--- src/rtl/fib_seq_ctrl_if.sv ---
`default_nettype none
// ============================================================================
// Module   : fib_seq_ctrl_if
// Brief    : Request/result handshake bundle for the Fibonacci sequencer.
// Revision : 1.0
// ============================================================================
interface fib_seq_ctrl_if #(
  parameter int WIDTH = 16,
  parameter int CNT_W = 6
);
  logic             start;
  logic [CNT_W-1:0] n;
  logic             req_ready;
  logic             res_valid;
  logic             res_ready;
  logic [WIDTH-1:0] result;
  logic [WIDTH-1:0] term;
  logic             busy;
  logic             ovf;

  modport master (
    output start, n, res_ready,
    input  req_ready, res_valid, result, term, busy, ovf
  );

  modport slave (
    input  start, n, res_ready,
    output req_ready, res_valid, result, term, busy, ovf
  );
endinterface
`default_nettype wire

--- src/rtl/fib_seq_ctrl.sv ---
`default_nettype none
// ============================================================================
// Module   : fib_seq_ctrl
// Brief    : Sequencer iterating a two-register Fibonacci datapath n times and
//            returning F(n). Optional macro FIB_OVF_EN enables ovf tracking.
// Revision : 1.0
// ============================================================================
module fib_seq_ctrl #(
  parameter int WIDTH = 16,
  parameter int CNT_W = 6
) (
  input  wire logic     clk,
  input  wire logic     rst,
  fib_seq_ctrl_if.slave bus
);

  typedef enum logic [1:0] {
    ST_IDLE = 2'd0,
    ST_RUN  = 2'd1,
    ST_DONE = 2'd2
  } state_t;

  state_t           state_q, state_d;
  logic [WIDTH-1:0] s0_q, s0_d;
  logic [WIDTH-1:0] s1_q, s1_d;
  logic [WIDTH-1:0] result_q, result_d;
  logic [CNT_W-1:0] cnt_q, cnt_d;
  logic             res_valid_q, res_valid_d;

`ifdef FIB_OVF_EN
  // o0/o1 remember whether the true (untruncated) s0/s1 have exceeded WIDTH
  logic             o0_q, o0_d;
  logic             o1_q, o1_d;
  logic             ovf_q, ovf_d;
  logic [WIDTH:0]   sum_w;
  assign sum_w = {1'b0, s0_q} + {1'b0, s1_q};
`else
  logic [WIDTH-1:0] sum_w;
  assign sum_w = s0_q + s1_q;
`endif

  always_comb begin
    state_d     = state_q;
    s0_d        = s0_q;
    s1_d        = s1_q;
    cnt_d       = cnt_q;
    result_d    = result_q;
    res_valid_d = res_valid_q;
`ifdef FIB_OVF_EN
    o0_d        = o0_q;
    o1_d        = o1_q;
    ovf_d       = ovf_q;
`endif
    case (state_q)
      ST_IDLE: begin
        if (bus.start) begin
          cnt_d   = bus.n;
          s0_d    = '0;
          s1_d    = WIDTH'(1);
`ifdef FIB_OVF_EN
          o0_d    = 1'b0;
          o1_d    = 1'b0;
          ovf_d   = 1'b0;
`endif
          state_d = ST_RUN;
        end
      end
      ST_RUN: begin
        if (cnt_q != '0) begin
          s0_d  = s1_q;
          s1_d  = sum_w[WIDTH-1:0];
          cnt_d = cnt_q - CNT_W'(1);
`ifdef FIB_OVF_EN
          o0_d  = o1_q;
          o1_d  = o0_q | o1_q | sum_w[WIDTH];
`endif
        end else begin
          result_d    = s0_q;
          res_valid_d = 1'b1;
`ifdef FIB_OVF_EN
          ovf_d       = o0_q;
`endif
          state_d     = ST_DONE;
        end
      end
      ST_DONE: begin
        if (res_valid_q && bus.res_ready) begin
          res_valid_d = 1'b0;
          state_d     = ST_IDLE;
        end
      end
      default: state_d = ST_IDLE;
    endcase
  end

  always_ff @(posedge clk or negedge rst) begin
    if (!rst) begin
      state_q     <= ST_IDLE;
      s0_q        <= '0;
      s1_q        <= WIDTH'(1);
      cnt_q       <= '0;
      result_q    <= '0;
      res_valid_q <= 1'b0;
`ifdef FIB_OVF_EN
      o0_q        <= 1'b0;
      o1_q        <= 1'b0;
      ovf_q       <= 1'b0;
`endif
    end else begin
      state_q     <= state_d;
      s0_q        <= s0_d;
      s1_q        <= s1_d;
      cnt_q       <= cnt_d;
      result_q    <= result_d;
      res_valid_q <= res_valid_d;
`ifdef FIB_OVF_EN
      o0_q        <= o0_d;
      o1_q        <= o1_d;
      ovf_q       <= ovf_d;
`endif
    end
  end

  assign bus.req_ready = (state_q == ST_IDLE);
  assign bus.busy      = (state_q != ST_IDLE);
  assign bus.res_valid = res_valid_q;
  assign bus.result    = result_q;
  assign bus.term      = s0_q;
`ifdef FIB_OVF_EN
  assign bus.ovf       = ovf_q;
`else
  assign bus.ovf       = 1'b0;
`endif

endmodule
`default_nettype wire

--- src/flat_wrapper.sv ---
// flat-port wrapper written by rule: the top's interface ports become plain ports
module fib_seq_ctrl_flat 
#(
  parameter int WIDTH = 16,
  parameter int CNT_W = 6
)
  (clk, rst, bus_start, bus_n, bus_res_ready, bus_req_ready, bus_res_valid, bus_result, bus_term, bus_busy, bus_ovf);
  fib_seq_ctrl_if #(.WIDTH(WIDTH), .CNT_W(CNT_W)) bus_i ();
  input  wire logic clk;
  input  wire logic rst;
  input wire logic [$bits(bus_i.start)-1:0] bus_start;
  input wire logic [$bits(bus_i.n)-1:0] bus_n;
  input wire logic [$bits(bus_i.res_ready)-1:0] bus_res_ready;
  output wire logic [$bits(bus_i.req_ready)-1:0] bus_req_ready;
  output wire logic [$bits(bus_i.res_valid)-1:0] bus_res_valid;
  output wire logic [$bits(bus_i.result)-1:0] bus_result;
  output wire logic [$bits(bus_i.term)-1:0] bus_term;
  output wire logic [$bits(bus_i.busy)-1:0] bus_busy;
  output wire logic [$bits(bus_i.ovf)-1:0] bus_ovf;
  assign bus_i.start = bus_start;
  assign bus_i.n = bus_n;
  assign bus_i.res_ready = bus_res_ready;
  assign bus_req_ready = bus_i.req_ready;
  assign bus_res_valid = bus_i.res_valid;
  assign bus_result = bus_i.result;
  assign bus_term = bus_i.term;
  assign bus_busy = bus_i.busy;
  assign bus_ovf = bus_i.ovf;
  fib_seq_ctrl #(.WIDTH(WIDTH), .CNT_W(CNT_W)) u_core (.clk(clk), .rst(rst), .bus(bus_i));
endmodule
--- config.mk ---
export PLATFORM = sky130hd
export DESIGN_NAME = fib_seq_ctrl_flat
export DESIGN_NICKNAME = d
export VERILOG_FILES = /design/src/rtl/fib_seq_ctrl_if.sv /design/src/rtl/fib_seq_ctrl.sv /design/src/flat_wrapper.sv
export SDC_FILE = /design/constraint.sdc
export NUM_CORES = 1
export LEC_CHECK = 0
export ABC_AREA = 1
export CAP_MARGIN = 10
export CORE_AREA = 2 2 109 111
export DETAILED_ROUTE_END_ITERATION = 7
export DIE_AREA = 0 0 111 113
export GPL_TIMING_DRIVEN = 0
export PLACE_DENSITY_LB_ADDON = 0.05
export SLEW_MARGIN = 10
export SYNTH_ARGS = -nofsm -noshare
export SYNTH_HDL_FRONTEND = slang
export SYNTH_SLANG_ARGS = --single-unit
--- constraint.sdc ---
create_clock -name clk -period 1.95 [get_ports clk]
set_input_delay 0.39 -clock clk [delete_from_list [all_inputs] [get_ports clk]]
set_output_delay 0.39 -clock clk [all_outputs]
set_load 0.05 [all_outputs]
# After elaboration in Yosys (flattened, before gate mapping)
# Cells that the tools add are included.
[totals] in_bits=10 register_bits=57
[classes] muxes=16 add_sub_neg=2 reduce_logical=10 bitwise=1 n_eq_ne=6
[ops] cell="$mux W16" n=4
[ops] cell="$pmux W16 S2" n=2
[ops] cell="$add A16 B16 Y16" n=1
[ops] cell="$mux W6" n=2
[ops] cell="$pmux W6 S2" n=1
[ops] cell="$reduce_and A3 Y1" n=3
[ops] cell="$mux W2" n=3
[ops] cell="$pmux W2 S3" n=1
[ops] cell="$reduce_bool A2 Y1" n=3
[ops] cell="$reduce_bool A6 Y1" n=1
[ops] cell="$sub A6 B1 Y6 const B" n=1
[ops] cell="$ne A2 B1 Y1 const B" n=2
[ops] cell="$ne A2 B2 Y1 const B" n=2
[ops] cell="$eq A2 B1 Y1 const B" n=1
[ops] cell="$eq A2 B2 Y1 const B" n=1
[ops] cell="$logic_not A2 Y1" n=1
[ops] cell="$mux W1" n=2
[ops] cell="$pmux W1 S2" n=1
[ops] cell="$reduce_and A2 Y1" n=1
[ops] cell="$logic_and A1 B1 Y1" n=1
[ops] cell="$not A1 Y1" n=1

# Depth between registers and ports, before layout
# Gate-level depths: netlist of the first run.
[depth] ltp_word=3 ltp_mapped=11 depth_no_buf=11

# Least setup slack after synthesis of the first run
# No wires, ideal clock.
[synth_path] path_type="reg2reg" start="register u_core.state_q[0]" end="register u_core.s0_q[15] (netlist: u_core.bus.term[15])" t_arrival_ps=2081 period_less_slack_ps=2204 slack_ps=-254 stages_incl_launch_ff=11 path_buffers=1 required_time_ps=1828 setup_time_ps=122 path_cell_list="dfrtp_1 > inv_1 > ha_1 > inv_1 > nor2_1 > nor2_1 > o21ai_4 > inv_2 > buf_6 > nand3_1 > o21ai_1"
[synth_between] elab_chain_cells=3 elab_cells_between_ends=7 cone_classes="eq/ne (3); mux (1); reduce/logical (3)"
[synth_rtl] item="start, declared" line="fib_seq_ctrl.sv:23" source="state_t state_q, state_d;"
[synth_rtl] item="start signal, assigned" line="fib_seq_ctrl.sv:110" source="state_q <= state_d;"
[synth_rtl] item="$logic_not A2 Y1 (*)"
[synth_rtl] item="net bus_req_ready" line="flat_wrapper.sv:14" source="output wire logic [$bits(bus_i.req_ready)-1:0] bus_req_ready;"
[synth_rtl] item="$ne A2 B2 Y1 (no source line) / $reduce_bool A2 Y1 (equally long branches)"
[synth_rtl] item="$reduce_and A3 Y1 (no source line)"
[synth_rtl] item="end signal, assigned" line="fib_seq_ctrl.sv:99" source="s0_q <= '0;"
[synth_rtl] item="end signal, assigned" line="fib_seq_ctrl.sv:111" source="s0_q <= s0_d;"
[synth_rtl] item="end, declared" line="fib_seq_ctrl.sv:24" source="logic [WIDTH-1:0] s0_q, s0_d;"
# The timed path passes the listed nets; every way through them passes the cells marked *.
# A chain may end at the register's enable or synchronous reset.

# Worst setup path in the final report of the first run
[layout_path] start="register u_core.result_q[7] (netlist: u_core.bus.result[7])" end="output bus_result[7]"
[layout_lines] item="start, declared" line="fib_seq_ctrl.sv:26" source="logic [WIDTH-1:0] result_q, result_d;"
[layout_lines] item="start signal, assigned" line="fib_seq_ctrl.sv:114" source="result_q <= result_d;"
[layout_lines] item="end, declared" line="flat_wrapper.sv:16" source="output wire logic [$bits(bus_i.result)-1:0] bus_result;"
# No word-level cell between the ends.

==> results of run 1 <==
-- how the worst max path moves through the flow --
| stage | start | to | slack, ps | depth (start not counted) |
|---|---|---|---|---|
| 6_report | u_core.bus.result[7]$_DFFE_PN0P_ | bus_result[7] | 50 | 1 |
| 5_1_grt | u_core.bus.term[10]$_DFFE_PN0P_ | u_core.s1_q[15]$_DFFE_PN0P_ | 4 | 10 |
| 4_1_cts | u_core.bus.term[11]$_DFFE_PN0P_ | bus_term[11] | 9 | 1 |
| 3_5_place_dp | u_core.s1_q[0]$_DFFE_PN1P_ | u_core.s1_q[12]$_DFFE_PN0P_ | -20 | 11 |
| 3_3_place_gp | rst | u_core.bus.term[0]$_DFFE_PN0P_ | -1850 | 1 |
| 2_1_floorplan | u_core.bus.term[1]$_DFFE_PN0P_ | u_core.s1_q[12]$_DFFE_PN0P_ | 30 | 10 |
-- routing by layer --
layer,part of all wire (%),routed length (microns)
met1,52,4540
met2,43,3750
met3,3.9,342
met4,2.0,172
met5,0,0
-- layout by cell type, fill, tap and decap left out, types with 2 or more instances in the layout --
| cell | instances |
|---|---|
| o22ai_2 | 3 |
| a21oi_1 | 18 |
| nand2_1 | 131 |
| nor3_1 | 3 |
| clkbuf_16 | 9 |
| nand3_1 | 25 |
| nor2_1 | 34 |
| buf_6 | 3 |
| o21ai_1 | 16 |
| dfrtp_1 | 55 |
| xor2_1 | 2 |
| dlygate4sd2_1 | 12 |
| nand3b_1 | 3 |
| clkinvlp_4 | 2 |
| mux2_2 | 6 |
| clkdlybuf4s50_1 | 23 |
| o21ai_0 | 16 |
| ha_1 | 17 |
| inv_1 | 59 |
| buf_2 | 4 |
| nor2_2 | 2 |
| inv_2 | 3 |
| nand3_2 | 5 |
| o31ai_1 | 3 |
| ha_4 | 2 |
| nand4_1 | 2 |
| buf_4 | 7 |
| dlymetal6s2s_1 | 6 |
| bufinv_16 | 3 |
-- power by group through the flow --
stage / Combinational [mW] / Sequential [mW] / Clock [mW]
after global placement: 2.86 / 1.68 / 0
after floorplan: 1.47 / 2.20 / 0
after CTS: 2.86 / 1.67 / 1.90
final: 2.81 / 1.67 / 1.86
after detailed placement: 2.88 / 1.68 / 0
after global routing: 3.11 / 1.72 / 1.95
-- what timing repair did --
action,in CTS,in global routing
setup buffers,0,2
endpoints found under the setup margin,16,12
gates resized for setup,18,16
pin swaps,0,1
-- layout make-up --
cell class | instances | area share, %
Buffer | 12 | 1.99
Clock buffer | 11 | 5.52
Clock inverter | 5 | 2.33
Inverter | 64 | 5.55
Multi-Input combinational cell | 301 | 37.8
Sequential cell | 57 | 32.5
Tap cell | 143 | 4.07
Timing Repair Buffer | 46 | 10.2
-- cells in the mapped netlist, types with 2 or more instances --
cell | number | area share, %
nand2_1 | 131 | 15
inv_1 | 61 | 6.8
dfrtp_1 | 56 | 42
nor2_1 | 34 | 3.8
nand3_1 | 30 | 4.5
ha_1 | 20 | 7.4
a21oi_1 | 18 | 2.7
o21ai_0 | 16 | 2.4
o21ai_1 | 16 | 2.4
mux2_2 | 6 | 2.0
buf_2 | 4 | 0.60
buf_4 | 4 | 0.89
buf_6 | 3 | 1.0
nand3b_1 | 3 | 0.67
nor3_1 | 3 | 0.45
o22ai_2 | 3 | 1.1
o31ai_1 | 3 | 0.67
inv_2 | 2 | 0.22
nand4_1 | 2 | 0.37
nor2_2 | 2 | 0.37
xor2_1 | 2 | 0.52
-- flip-flops by register name (all words and copies together) (netlist names) --
register              cells
u_core.bus.res_valid      1
u_core.bus.term          16
u_core.bus.result        16
u_core.s1_q              16
u_core.state_q            2
u_core.cnt_q              6
-- through the flow --
step	worst slack, ps	total power [mW]
2_1_floorplan	27.6	3.67
3_3_place_gp	-1850	4.54
3_5_place_dp	-23.1	4.56
4_1_cts	8.60	6.42
5_1_grt	4.21	6.78
6_report	49.0	6.33
-- cells by family (layout without fill, tap and decap cells) --
family          count (synthesis)  after routing  share of synthesized area (%)
simple gates                  209            209                           26.1
other cells                     1              1                          0.112
mux                             6              6                           2.01
buf+inv                        76            138                           9.75
flops                          57             57                           42.5
compound gates                 61             61                           10.8
fa+ha+maj                      21             21                           8.04
xor+xnor                        3              3                          0.782
==> results.py, run 1 <==
metrics = {
    "critical_path": {
        "crit_chain": "clkdlybuf4s50_1",
        "arrival_ps": 1510,
        "slowest_stage": "clkdlybuf4s50_1",
        "endpoint_kind": "output port",
        "r2r_end": "u_core.s1_q[4]$_DFFE_PN0P_",
        "worst-r2r-cell-count": 11,
        "crit_buf_inv": 1,
        "path_delay_family": "buffers and inverters",
        "critical_path_class": "reg -> out",
        "slowest_delay_ps": 810,
        "start_kind": "register",
        "worstPathRequired_ps": 1560,
        "reg2reg_from": "u_core.s1_q[0]$_DFFE_PN1P_",
        "cp_max_fo": 2,
        "reg2reg_slack_ps": 100,
    },
    "timing": {
        "max_freq_mhz": 526,
        "hold_viol": 0,
        "hold_ws_ps": 133,
        "tightest_slew_ps": 765,
        "setup_tns_ps": 0,
        "skew_ps": 6.89,
        "slew_headroom_pct": 49.0,
        "period_needed_ps": 1900,
        "post-route-period-util_pct": 97.5,
        "rsz0062_at_grt": "no",
        "slew_violations": 0,
        "setup_viol_count_final": 0,
    },
    "placement": {
        "hpwl_microns": 6350,
        "routabilityCongestion": 0.795,
        "portBuffers": 44,
        "post_dp_cell_area_sq_um": 4000,
        "dp_cells": 621,
    },
    "floorplanning": {
        "die_w_microns": 111,
        "start_util_pct": 29.8,
        "core_area_sq_um": 11300,
        "die_area_sq_um": 12500,
        "rows": 39,
        "ios": 46,
        "die_h_microns": 113,
    },
    "clock_tree": {
        "numCtsBuffers": 9,
        "root_buffer": "clkbuf_16",
        "clk_pin_slew_ps": 50,
        "insertion_delay_ps": 340,
        "cts_sinks": 57,
        "cts_tree": "yes",
        "htree_levels": 3,
        "hold_buffers": 0,
        "clock_path_buffers": 2,
    },
    "logic_synthesis": {
        "synthFlopType": "dfrtp_1",
        "synthesis.area_sq_um": 3360,
        "syn_avg_cell_area_sq_um": 7.75,
        "synth_edf_count": 0,
        "synthDistinctLibCells": 36,
        "ys_seq_area_share_pct": 42.5,
        "ys_warn_count": 0,
        "syn_inst": 434,
        "synth_seq_cells": 57,
        "synth_fp_nets": 465,
        "async_flop_share_pct": 100,
    },
    "grt": {
        "grt_max_degree": 58,
        "busiest_layer": "met2",
        "use_met1_pct": 20.8,
        "track_usage_pct": 15.4,
        "grt_use_met2_pct": 23.2,
        "grt_overflow": 0,
        "gr-usage-met3_pct": 4.87,
        "grt_pass1_vias": 2999,
        "grt_pass1_wl_microns": 15000,
        "grt_antenna_before_repair": 0,
    },
    "drt": {
        "finalWirelength_microns": 8800,
        "ant_nets": 0,
        "first_iter_violations": 90,
        "drt_first_pass_iters": 4,
        "routed-via-count": 2892,
        "avgRoutedWirePerCell_microns": 13.8,
        "viasPerCell": 4.53,
        "drcViolationCount": 0,
    },
    "finish": {
        "multi_input_area_sq_um": 1660,
        "final_util_pct": 39.0,
        "finalNonFillerCells": 639,
        "final-seq-area_sq_um": 1430,
        "nets": 522,
        "drive_gt1_share_pct": 12.5,
        "area_growth_pct": 30.7,
        "fillers": 1175,
        "num_antenna_cells": 0,
        "design_area_sq_um": 4400,
    },
    "power_and_ir_drop": {
        "power_leakage_nw": 2.35,
        "internal-power_mw": 3.65,
        "swShare_pct": 42.3,
        "power_switching_mw": 2.68,
        "p_comb_share_pct": 44.3,
        "power_density_nw_per_um2": 1440,
        "seq_power_share_pct": 26.4,
        "pwr-share-clk_pct": 29.3,
        "peakVddDrop_mv": 0.669,
    },
    "run": {
        "maxCapViolCount": 0,
    },
    "run_status": {
        "status": "completed",
    },
    "hold_path": {
        "worstHoldPathType": "in -> async",
    },
}
(Power assumes the default switching activity.)
==> run 2: changes to the inputs <==
- CORE_AREA: 2 2 109 111 -> 5 5 112 114
- DIE_AREA: 0 0 111 113 -> 0 0 117 119
- MAX_ROUTING_LAYER: not set -> met4
==> run 2 against run 1 <==
Net effect: die area rose by 11%; global-route usage fell by 1.3 points; sequential share of layout area rose by 0.39 points; clock skew rose by 1.2 ps; cell count fell by 0.47%; sequential power barely moved; largest power group unchanged; fmax rose by 0.20%; critical path type unchanged.
==> results.py, run 2 (synthesis results as in run 1) <==
metrics = {
    "grt": {
        "grt_pass1_wl_microns": 14800,
        "grt_max_degree": 58,
        "track_usage_pct": 14.1,
        "grt_overflow": 0,
        "grt_pass1_vias": 2874,
        "grt_antenna_before_repair": 0,
    },
    "floorplanning": {
        "die_area_sq_um": 13900,
        "core_area_sq_um": 11300,
        "rows": 39,
        "die_h_microns": 119,
        "ios": 46,
        "die_w_microns": 117,
        "start_util_pct": 29.7,
    },
    "placement": {
        "place_ws_ps": -36.4,
        "post_dp_cell_area_sq_um": 4000,
        "hpwl_microns": 6510,
        "portBuffers": 44,
        "routabilityCongestion": 0.799,
    },
    "timing": {
        "slew_violations": 0,
        "skew_ps": 8.04,
        "hold_viol": 0,
        "rsz0062_at_grt": "no",
        "setup_ws_ps": 52.7,
        "setup_tns_ps": 0,
        "max_freq_mhz": 527,
        "tightest_slew_ps": 761,
        "slew_headroom_pct": 49.3,
        "setup_viol_count_final": 0,
        "period_needed_ps": 1900,
        "post-route-period-util_pct": 97.3,
    },
    "drt": {
        "drcViolationCount": 0,
        "finalWirelength_microns": 8850,
        "viasPerCell": 4.52,
        "routed-via-count": 2876,
        "ant_nets": 0,
        "drt_first_pass_iters": 4,
        "avgRoutedWirePerCell_microns": 13.9,
        "first_iter_violations": 127,
    },
    "critical_path": {
        "start_kind": "register",
        "crit_buf_inv": 1,
        "worstPathRequired_ps": 1560,
        "critical_path_depth": 1,
        "cp-startpoint": "u_core.bus.result[7]$_DFFE_PN0P_",
        "reg2reg_slack_ps": 110,
        "endpoint_kind": "output port",
        "arrival_ps": 1510,
        "worst-r2r-cell-count": 11,
        "path_delay_family": "buffers and inverters",
        "r2r_end": "u_core.s1_q[8]$_DFFE_PN0P_",
        "critical_path_class": "reg -> out",
        "slowest_stage": "clkdlybuf4s50_1",
        "cp_max_fo": 2,
        "crit_chain": "clkdlybuf4s50_1",
        "reg2reg_from": "u_core.s1_q[0]$_DFFE_PN1P_",
        "slowest_delay_ps": 820,
        "worstSetupEndpoint": "bus_result[7]",
    },
    "clock_tree": {
        "hold_buffers": 0,
        "root_buffer": "clkbuf_16",
        "clock_path_buffers": 2,
        "numCtsBuffers": 9,
        "cts_setup_buffers": 0,
        "clk_pin_slew_ps": 50,
        "cts_tree": "yes",
        "htree_levels": 3,
        "cts_sinks": 57,
        "insertion_delay_ps": 330,
    },
    "finish": {
        "most-common-layout-cells": "131 x nand2_1, 59 x inv_1, 55 x dfrtp_1",
        "final_common_cell": "nand2_1",
        "area_growth_pct": 29.2,
        "nets": 520,
        "drive_gt1_share_pct": 11.4,
        "design_area_sq_um": 4340,
        "num_antenna_cells": 0,
    },
    "hold_path": {
        "worstHoldPathType": "in -> async",
    },
    "run_status": {
        "status": "completed",
    },
    "power_and_ir_drop": {
        "power_leakage_nw": 2.33,
        "power_density_nw_per_um2": 1430,
        "peakVddDrop_mv": 0.569,
    },
    "run": {
        "maxCapViolCount": 0,
    },
}
run 2: how the worst min path moves through the flow:
stage | startpoint | slack, ps | cells after the start | to
final | rst | 140 | 1 | u_core.bus.result[2]$_DFFE_PN0P_
after global placement | u_core.s1_q[0]$_DFFE_PN1P_ | 480 | 2 | u_core.s1_q[0]$_DFFE_PN1P_
after CTS | rst | 170 | 1 | u_core.bus.result[2]$_DFFE_PN0P_
after floorplan | rst | 90 | 0 | u_core.bus.res_valid$_DFFE_PN0P_
after detailed placement | u_core.s1_q[0]$_DFFE_PN1P_ | 490 | 2 | u_core.s1_q[0]$_DFFE_PN1P_
after global routing | rst | 210 | 1 | u_core.bus.result[4]$_DFFE_PN0P_
run 2: final cells by class:
cell class / count / area, sq um
timing repair buffer: 44 / 440
buffer: 12 / 87.6
multi-input combinational: 301 / 1650
clock inverter: 3 / 65.1
inverter: 64 / 244
sequential: 57 / 1430
fill: 1206 / 6980
tap: 143 / 179
clock buffer: 12 / 246
run 2: metal layers:
metal,part of all wire [%],GRT usage (%)
met5,0,-
met4,1.2,3.44
met3,3.3,3.80
met2,43,20.0
met1,52,20.0
run 2: stage by stage:
stage	hold WS (ps)	power [mW]	util (%)	cells
4_1_cts	175	6.29	38.0	636
2_1_floorplan	94.4	3.67	-	434
5_1_grt	214	6.64	38.4	636
3_3_place_gp	483	4.55	35.3	621
6_report	140	6.20	38.4	636
3_5_place_dp	492	4.57	35.3	621
run 2: timing repair:
action,CTS,global route
resized for setup,15,15
setup endpoints to repair,13,16
pin swaps,0,1
hold endpoints to repair,0,0
run 2: power by group:
part | switching, mW | total (mW) | internal [mW]
Combinational | 1.93 | 2.84 | 0.910
Clock | 0.547 | 1.69 | 1.14
Sequential | 0.198 | 1.68 | 1.48
==> run 3: changes to the inputs <==
- ABC_AREA: 1 -> 0
- CORE_AREA: 5 5 112 114 -> 5 5 107 109
- DIE_AREA: 0 0 117 119 -> 0 0 112 114
==> run 3 against run 2 <==
Net effect: the flow now finishes with violations (setup timing); clock-buffer cell count rose by 1; critical path depth rose by 9; final area decreased by 5.9%; register-to-register slack lost 280 ps; synthesized area shrank 9.5%; cell count decreased by 20%; synthesized cell count fell by 29%; critical path type is now reg -> reg; core utilization increased by 0.52 points; sequential cell count stayed put; largest cell class unchanged.
==> results.py, run 3 <==
metrics = {
    "power_and_ir_drop": {
        "p_comb_share_pct": 39.8,
        "seq_power_share_pct": 35.5,
        "power_mw": 4.09,
        "power_leakage_nw": 1.99,
        "pwr-share-clk_pct": 24.7,
        "power_switching_mw": 1.68,
        "swShare_pct": 41.1,
        "power_density_nw_per_um2": 1000,
        "internal-power_mw": 2.41,
        "peakVddDrop_mv": 0.559,
    },
    "logic_synthesis": {
        "yosysMostFrequentCell": "dfrtp_1",
        "synth_top_cell_area_share_pct": 46.0,
        "synth_xor_xnor_area_share_pct": 3.74,
        "synthFlopType": "dfrtp_1",
        "synth_commonest_cells": "56 x dfrtp_1, 45 x nand2_1, 27 x o21ai_0, 20 x ha_1",
        "async_flop_share_pct": 100,
        "synth_fa_ha_area_share_pct": 8.88,
        "synth-compound-area-share_pct": 17.0,
        "synth_edf_count": 0,
        "synth_top_family_by_area": "compound AO/OA/AOI/OAI gates",
        "synth_area_leaders": "dfrtp_1 46%, ha_1 8.2%, mux2_2 6.3%",
        "syn_avg_cell_area_sq_um": 9.95,
        "synthesis.area_sq_um": 3040,
        "ys_warn_count": 0,
        "synth_simple_gate_area_share_pct": 12.7,
        "syn_inst": 306,
        "netlist.top_cell.by_area": "dfrtp_1",
        "synth_fp_nets": 337,
        "ys_seq_area_share_pct": 46.9,
        "synthDistinctLibCells": 44,
        "synth_seq_cells": 57,
        "synth.area.mux_share_pct": 6.95,
    },
    "placement": {
        "place_ws_ps": -332,
        "routabilityCongestion": 0.814,
        "hpwl_microns": 5380,
        "portBuffers": 44,
    },
    "timing": {
        "tightest_slew_ps": 742,
        "hold_ws_ps": 118,
        "setup_ws_ps": -171,
        "skew_ps": 12.4,
        "hold_viol": 0,
        "slew_violations": 0,
        "slew_headroom_pct": 50.6,
        "period_needed_ps": 2120,
        "max_freq_mhz": 471,
        "setup_viol_count_final": 5,
        "post-route-period-util_pct": 109,
        "rsz0062_at_grt": "yes",
    },
    "critical_path": {
        "start_kind": "register",
        "cp-startpoint": "u_core.s1_q[0]$_DFFE_PN1P_",
        "critical_path_class": "reg -> reg",
        "endpoint_kind": "register",
        "arrival_ps": 2350,
        "reg2reg_slack_ps": -170,
        "worstSetupEndpoint": "u_core.s1_q[10]$_DFFE_PN0P_",
        "cp_max_fo": 3,
        "r2r_end": "u_core.s1_q[10]$_DFFE_PN0P_",
        "worstPathRequired_ps": 2180,
        "worst-r2r-cell-count": 10,
        "reg2reg_from": "u_core.s1_q[0]$_DFFE_PN1P_",
    },
    "run_status": {
        "status": "complete, but fails checks",
        "violations": "setup timing",
    },
    "grt": {
        "grt_pass1_vias": 2558,
        "grt_overflow": 0,
        "grt_max_degree": 58,
        "track_usage_pct": 13.5,
        "grt_antenna_before_repair": 0,
        "grt_pass1_wl_microns": 13000,
    },
    "drt": {
        "drcViolationCount": 0,
        "routed-via-count": 2419,
        "first_iter_violations": 84,
        "ant_nets": 0,
        "finalWirelength_microns": 7930,
        "viasPerCell": 4.75,
        "drt_first_pass_iters": 4,
        "avgRoutedWirePerCell_microns": 15.6,
    },
    "clock_tree": {
        "cts_tree": "yes",
        "insertion_delay_ps": 340,
        "hold_buffers": 0,
        "numCtsBuffers": 9,
        "root_buffer": "clkbuf_8",
        "clk_pin_slew_ps": 70,
        "cts_sinks": 57,
        "clock_path_buffers": 2,
        "htree_levels": 3,
    },
    "finish": {
        "drive_gt1_share_pct": 25.7,
        "num_antenna_cells": 0,
        "final_util_pct": 38.9,
        "final_common_cell": "dfrtp_1",
        "nets": 395,
        "area_growth_pct": 34.2,
        "most-common-layout-cells": "47 x dfrtp_1, 42 x nand2_1, 24 x clkdlybuf4s50_1",
    },
    "floorplanning": {
        "die_h_microns": 114,
        "core_area_sq_um": 10500,
        "die_area_sq_um": 12800,
        "ios": 46,
        "start_util_pct": 29.0,
        "die_w_microns": 112,
        "rows": 38,
    },
    "hold_path": {
        "worstHoldPathType": "in -> async",
    },
    "run": {
        "maxCapViolCount": 0,
    },
}
==> run 3: logic make-up after synthesis <==
logic type / Yosys count
muxes: 19
xor gates and xnor gates: 13
other: 1
AOI/OAI and AO/OA: 83
adders and majority gates: 21
buffers and inverters: 26
DFF: 57
and+or+nand+nor: 86
==> run 3: worst min-delay path by stage <==
| stage | from | to | cells past startpoint |
|---|---|---|---|
| finish | rst | u_core.s1_q[4]$_DFFE_PN0P_ | 1 |
| global route | rst | u_core.s1_q[5]$_DFFE_PN0P_ | 1 |
| CTS | rst | u_core.s1_q[4]$_DFFE_PN0P_ | 1 |
| detailed placement | u_core.bus.result[1]$_DFFE_PN0P_ | u_core.bus.result[1]$_DFFE_PN0P_ | 2 |
| global placement | u_core.bus.result[1]$_DFFE_PN0P_ | u_core.bus.result[1]$_DFFE_PN0P_ | 2 |
| floorplan | rst | u_core.bus.res_valid$_DFFE_PN0P_ | 0 |
==> run 3: final cells by class <==
cell class	instances	area, sq um
tap	140	175
clock buffer	13	159
sequential	57	1440
multi-input combinational	223	1690
clock inverter	3	15.0
timing repair buffer	49	473
buffer	13	93.8
fill	1077	6420
inverter	11	41.3
==> run 3: repair_timing <==
action | 4_1_cts | 5_1_grt
pin swaps | 10 | 3
endpoints found under the hold margin | 0 | 0
setup endpoints to repair | 58 | 49
buffers inserted | 4 | 1
gates resized for setup | 36 | 34
==> run 3: per-stage QoR <==
step,std cells,cell area [sq um],setup TNS [ps]
after detailed placement,490,3710,-7040
after global routing,509,4090,-1280
after global placement,490,3710,-98310
after CTS,509,3950,-698
final,509,4090,-555
after floorplan,306,3100,-283
==> run 3: per-layer routing <==
| metal | vias up | part of all wire (%) | GRT usage, % | wire length [microns] |
|---|---|---|---|---|
| met4 | 0 | 1.6 | 5.61 | 123 |
| met3 | 11 | 3.2 | 3.02 | 255 |
| met2 | 38 | 47 | 21.2 | 3700 |
| met5 | - | 0 | - | 0 |
| met1 | 1164 | 49 | 16.8 | 3850 |
| li1 | 1206 | - | - | - |
==> run 3: power by group through the flow <==
stage	combinational (mW)	sequential [mW]	clock, mW
floorplan	0.955	1.57	0
global placement	1.58	1.47	0
detailed placement	1.58	1.47	0
CTS	1.64	1.45	1.05
global route	1.80	1.48	1.12
finish	1.63	1.45	1.01
==> run 3: worst max-delay path, cell delays in order (launching register included) <==
cell and delay, ps:
dfstp_2 550, ha_4 130, inv_2 30, fa_2 330, nand2b_4 170, a21oi_4 160
o211ai_4 120, buf_6 140, o21bai_1 150, xnor2_1 150, o21ai_1 70
